**config.mk**
```make
export PLATFORM = sky130hd
export DESIGN_NAME = tx_serial_7e2
export DESIGN_NICKNAME = d
export VERILOG_FILES = /design/src/rtl/tx_serial_pkg.sv /design/src/rtl/tx_tick_gen.sv /design/src/rtl/tx_serial_7e2.sv
export SDC_FILE = /design/constraint.sdc
export NUM_CORES = 1
export LEC_CHECK = 0
export ABC_AREA = 1
export BUFFER_PORTS_ARGS = -buffer_cell sky130_fd_sc_hd__buf_4
export CORE_AREA = 2 2 87 89
export DETAILED_ROUTE_END_ITERATION = 8
export DIE_AREA = 0 0 89 91
export SYNTH_ARGS = -nofsm -noshare
export SYNTH_HDL_FRONTEND = slang
export SYNTH_SLANG_ARGS = --single-unit
```
**constraint.sdc**
```tcl
create_clock -name clock -period 3.6 [get_ports clock]
set_input_delay 0.18 -clock clock [delete_from_list [all_inputs] [get_ports clock]]
set_output_delay 0.18 -clock clock [all_outputs]
set_load 0.03 [all_outputs]
```
**src/rtl/tx_serial_pkg.sv**
```systemverilog
// Shared definitions for the 7-bit asynchronous serial transmitter:
// FSM state encodings (also shown on db_estado), frame length and line idle level.
package tx_serial_pkg;

  typedef enum logic [3:0] {
    INICIAL     = 4'b0000,
    PREPARACAO  = 4'b0001,
    TRANSMISSAO = 4'b0010,
    FINAL_TX    = 4'b0011
  } estado_t;

  localparam int   FRAME_BITS = 11;
  localparam logic IDLE_LEVEL = 1'b1;

endpackage

```
**src/rtl/tx_tick_gen.sv**
```systemverilog
// Bit-time counter: counts 0..DIVISOR-1 while conta is high and pulses fim_bit
// on the last cycle of each bit period; zera clears it before a frame.
module tx_tick_gen #(
  parameter int DIVISOR = 5208,
  parameter int CNT_W   = 13
) (
  input  logic clock,
  input  logic reset,
  input  logic zera,
  input  logic conta,
  output logic fim_bit
);

  localparam logic [CNT_W-1:0] ULTIMO = CNT_W'(DIVISOR - 1);

  logic [CNT_W-1:0] cnt;

  always_ff @(posedge clock or negedge reset) begin
    if (!reset) begin
      cnt <= '0;
    end else if (zera) begin
      cnt <= '0;
    end else if (conta) begin
      cnt <= (cnt == ULTIMO) ? '0 : cnt + 1'b1;
    end
  end

  assign fim_bit = conta && (cnt == ULTIMO);

endmodule

```
**src/rtl/tx_serial_7e2.sv**
```systemverilog
// 7E2 asynchronous serial transmitter, LSB first, with one-cycle pronto after the frame.
// Define TX_PARIDADE_IMPAR_EN to send odd parity instead of even.
module tx_serial_7e2
  import tx_serial_pkg::*;
#(
  parameter int DIVISOR = 5208,
  parameter int CNT_W   = 13
) (
  input  logic       clock,
  input  logic       reset,
  input  logic       partida,
  input  logic [6:0] dados_ascii,
  output logic       saida_serial,
  output logic       pronto,
  output logic       ocupado,
  output logic [3:0] db_estado
);

  estado_t               estado;
  logic [FRAME_BITS-1:0] shift;
  logic [3:0]            bit_cnt;
  logic [6:0]            dados_reg;
  logic                  par;
  logic                  zera;
  logic                  conta;
  logic                  fim_bit;

`ifdef TX_PARIDADE_IMPAR_EN
  assign par = ~^dados_reg;
`else
  assign par = ^dados_reg;
`endif

  assign zera      = (estado == PREPARACAO);
  assign conta     = (estado == TRANSMISSAO);
  assign db_estado = estado;

  tx_tick_gen #(
    .DIVISOR (DIVISOR),
    .CNT_W   (CNT_W)
  ) u_tick (
    .clock   (clock),
    .reset   (reset),
    .zera    (zera),
    .conta   (conta),
    .fim_bit (fim_bit)
  );

  // Outputs are registered alongside the state, so the line value is set on the
  // same edge that enters each state or shifts to the next bit.
  always_ff @(posedge clock or negedge reset) begin
    if (!reset) begin
      estado       <= INICIAL;
      saida_serial <= IDLE_LEVEL;
      pronto       <= 1'b0;
      ocupado      <= 1'b0;
      shift        <= '1;
      bit_cnt      <= '0;
      dados_reg    <= '0;
    end else begin
      case (estado)
        INICIAL: begin
          saida_serial <= IDLE_LEVEL;
          pronto       <= 1'b0;
          if (partida) begin
            dados_reg <= dados_ascii;
            ocupado   <= 1'b1;
            estado    <= PREPARACAO;
          end
        end
        PREPARACAO: begin
          shift        <= {IDLE_LEVEL, IDLE_LEVEL, par, dados_reg, 1'b0};
          bit_cnt      <= '0;
          saida_serial <= 1'b0;
          estado       <= TRANSMISSAO;
        end
        TRANSMISSAO: begin
          if (fim_bit) begin
            shift <= {IDLE_LEVEL, shift[FRAME_BITS-1:1]};
            if (bit_cnt != 4'(FRAME_BITS)) begin
              bit_cnt <= bit_cnt + 1'b1;
            end
            if (bit_cnt == 4'(FRAME_BITS - 1)) begin
              saida_serial <= IDLE_LEVEL;
              pronto       <= 1'b1;
              estado       <= FINAL_TX;
            end else begin
              saida_serial <= shift[1];
            end
          end
        end
        FINAL_TX: begin
          saida_serial <= IDLE_LEVEL;
          pronto       <= 1'b0;
          ocupado      <= 1'b0;
          estado       <= INICIAL;
        end
        default: begin
          saida_serial <= IDLE_LEVEL;
          pronto       <= 1'b0;
          ocupado      <= 1'b0;
          estado       <= INICIAL;
        end
      endcase
    end
  end

endmodule

```
==> run metrics <==
sequential share of the synthesized area=45.1%; Worst setup SP type=flop; Post-DRT Antenna Nets=0; Synth Warn #=0; num rows=31; placed instance count=370; Post-synth ARST share=100%; Port Buffers=14; design area=2360 um2; die footprint=between 8000 and 9000 um2; Mean Syn Cell Area=between 7 and 8 um2; Seq cells post-synth=37; adder-cell area share of the yosys netlist=around 4.2%; first-pass GRT wire length=about 7300 um; period utilization=56.0%; Die X=~89 um; Slew Limit Fails=0; post-cts repair resize count=0; min cycle time layout=about 2.0 ns; compound-cell area share of the yosys netlist=between 10 and 15%; Worst VDD drop=~0.00025 V; status=completed; dominant cell by count in the synthesized netlist=nand2_1; met2 wire length=around 2000 um; post-CTS setup buffer count=0; DR WL/cell=10.5 um; Multi-input gate area=approximately 940 um2; DRC=0; Clk pin slew, worst setup/hold paths=0.08 ns; hold_buf cts=1; Total Wirelength=between 3000 and 4000 um; RSZ-0062 raised after global routing=false; Syn Inst Count=~260; met3 routed WL=approximately 110 um; Fmax achieved=496 MHz; top cells by area, synth=dfrtp_1 34%, dfstp_2 11%, nand2_1 11%; root buffer cell=clkbuf_8; max layer used=met4; Starting Density=roughly 29%; I/O pins=17; worst endpoint required time=3.77 ns; final setup fails=0; Max-slew headroom=between 40% and 50%; synthesized area=about 2100 um2; Worst Setup End Kind=flop; Initial DRT Pass Iterations=4; cts bufs inserted=5; dpl hpwl=between 2000 and 3000 um; GRT Util Overall=a little under an eighth; post-route setup TNS=0 ns; MaxCap Viol Count=0; critical path arrival=between 2 and 2.5 ns; xor/xnor share of the synthesized area=under 10%; number of global-route vias before repair=between 1500 and 2000; Layout Cells excl Fill=around 380; share of post-route cells with drive strength above 1=about 16%; leakage=1.18 nW; CTS Buffer Depth=2; Synth top area share=about a third; EDFF count, synth=0; crit-path max FO=26; GRT overflow=0; Setup Skew=between 0.01 and 0.015 ns; FF+latch area=roughly 940 um2; clk_lat worst skew=around 0.29 ns; largest net degree at the start of global routing=38; GP Congestion=around 0.82; max reg flops=13; CTS Sinks=37; simple-gate portion of the synthesized area=around a quarter; n_diodes=0; Hold Crit Class=input port to flop; Area Growth Syn to Fin=13.7%; largest area contributor in the netlist=dfrtp_1; Initial DRC Count=107; CTS tree=yes; initial antenna violation count=0; final hold vios=0; CP Class=flop to flop; Synth cell types=31; via-per-instance ratio=4.27; # nets final=just under 300; Chip Height=91 um; main combinational cell family by area after synthesis=simple AND/OR/NAND/NOR gates; Fillers=a little under 800; worst slew pin tran=approximately 0.90 ns; placed instance area=about 2300 um2; Pwr Density=between 800 and 900 nW/um2; Synth Flop Type=dfrtp_1; Commonest cells post-synth=61 x nand2_1, 40 x inv_1, 32 x nor2_1; H-tree depth=2; mux cell area share after synthesis=0%; core area=between 7000 and 8000 um2; wire length on met1=between 1500 and 2000 um; total number of vias=1620
==> cell usage in the layout (no fill, tap or decap), drive strengths merged <==
cell         instances
nand2               66
inv                 40
nor2                33
dfrtp               28
a21oi               18
nand3               17
o21ai               17
buf                 14
dfstp                9
clkbuf               8
ha                   7
xor2                 6
xnor2                3
nor3                 2
conb                 2
a22oi                1
nand3b               1
a41oi                1
a21o                 1
nand4                1
o21bai               1
o21a                 1
o221ai               1
and3                 1
dlygate4sd3          1
==> worst max-delay path, stage by stage, from the launching register on <==
cell     delay (ns)
dfrtp_1        0.42
inv_1          0.10
ha_1           0.75
nor2_1         0.13
a41oi_1        0.23
nand2_2        0.13
nand2_1        0.07
o21ai_0        0.08
==> cell type report <==
class / instances / share of cell area, %
Inverter: 40 / 6.36
Multi-Input combinational cell: 180 / 40.0
Tap cell: 99 / 5.25
Timing Repair Buffer: 15 / 4.88
Clock buffer: 8 / 3.82
Sequential cell: 37 / 39.7
==> cell families after synthesis <==
group,after synthesis
AND/OR/NAND/NOR,121
buffers and inverters,48
AO/OA/AOI/OAI,41
flip-flops,37
XOR/XNOR,9
adder cells (fa/ha/maj),7
other,1
==> routing by layer <==
metal / track usage, % / vias up
met4: 3.86 / 0
met2: 18.0 / 14
met5: 0 / -
met1: 14.8 / 756
li1: - / 846
met3: 2.73 / 4
==> worst paths after layout <==
| kind | start | end | slack (ns) | depth (start not counted) |
|---|---|---|---|---|
| worst max-delay path | db_estado[0] | bit_cnt[2] | 1.58 | 7 |
| worst min-delay path | dados_ascii[4] | dados_reg[4] | 0.14 | 3 |
| worst max register to register | db_estado[0] | bit_cnt[2] | 1.58 | 7 |
| worst min register to register | shift[6] | shift[6] | 0.48 | 2 |
| max in group asynchronous | reset | shift[3] | 2.85 | 2 |
| min in group asynchronous | reset | u_tick.cnt[1] | 0.39 | 2 |
==> power breakdown <==
part	leakage (nW)	switching [mW]	total, mW	internal, mW
combinational	0.682	0.614	0.952	0.338
clock	0.0455	0.143	0.300	0.156
sequential	0.451	0.110	0.715	0.605
==> metrics by stage <==
step | hold slack (ns) | utilization [%] | setup WS (ns) | power (mW)
floorplan | -0.116 | - | 1.98 | 1.49
global placement | 0.174 | 31.7 | 1.69 | 1.66
detailed placement | 0.180 | 31.7 | 1.58 | 1.68
CTS | 0.135 | 33.1 | 1.57 | 1.99
global route | 0.125 | 33.1 | 1.37 | 2.17
finish | 0.140 | 33.1 | 1.58 | 1.97
No activity file was read; power rests on OpenSTA's default activity.
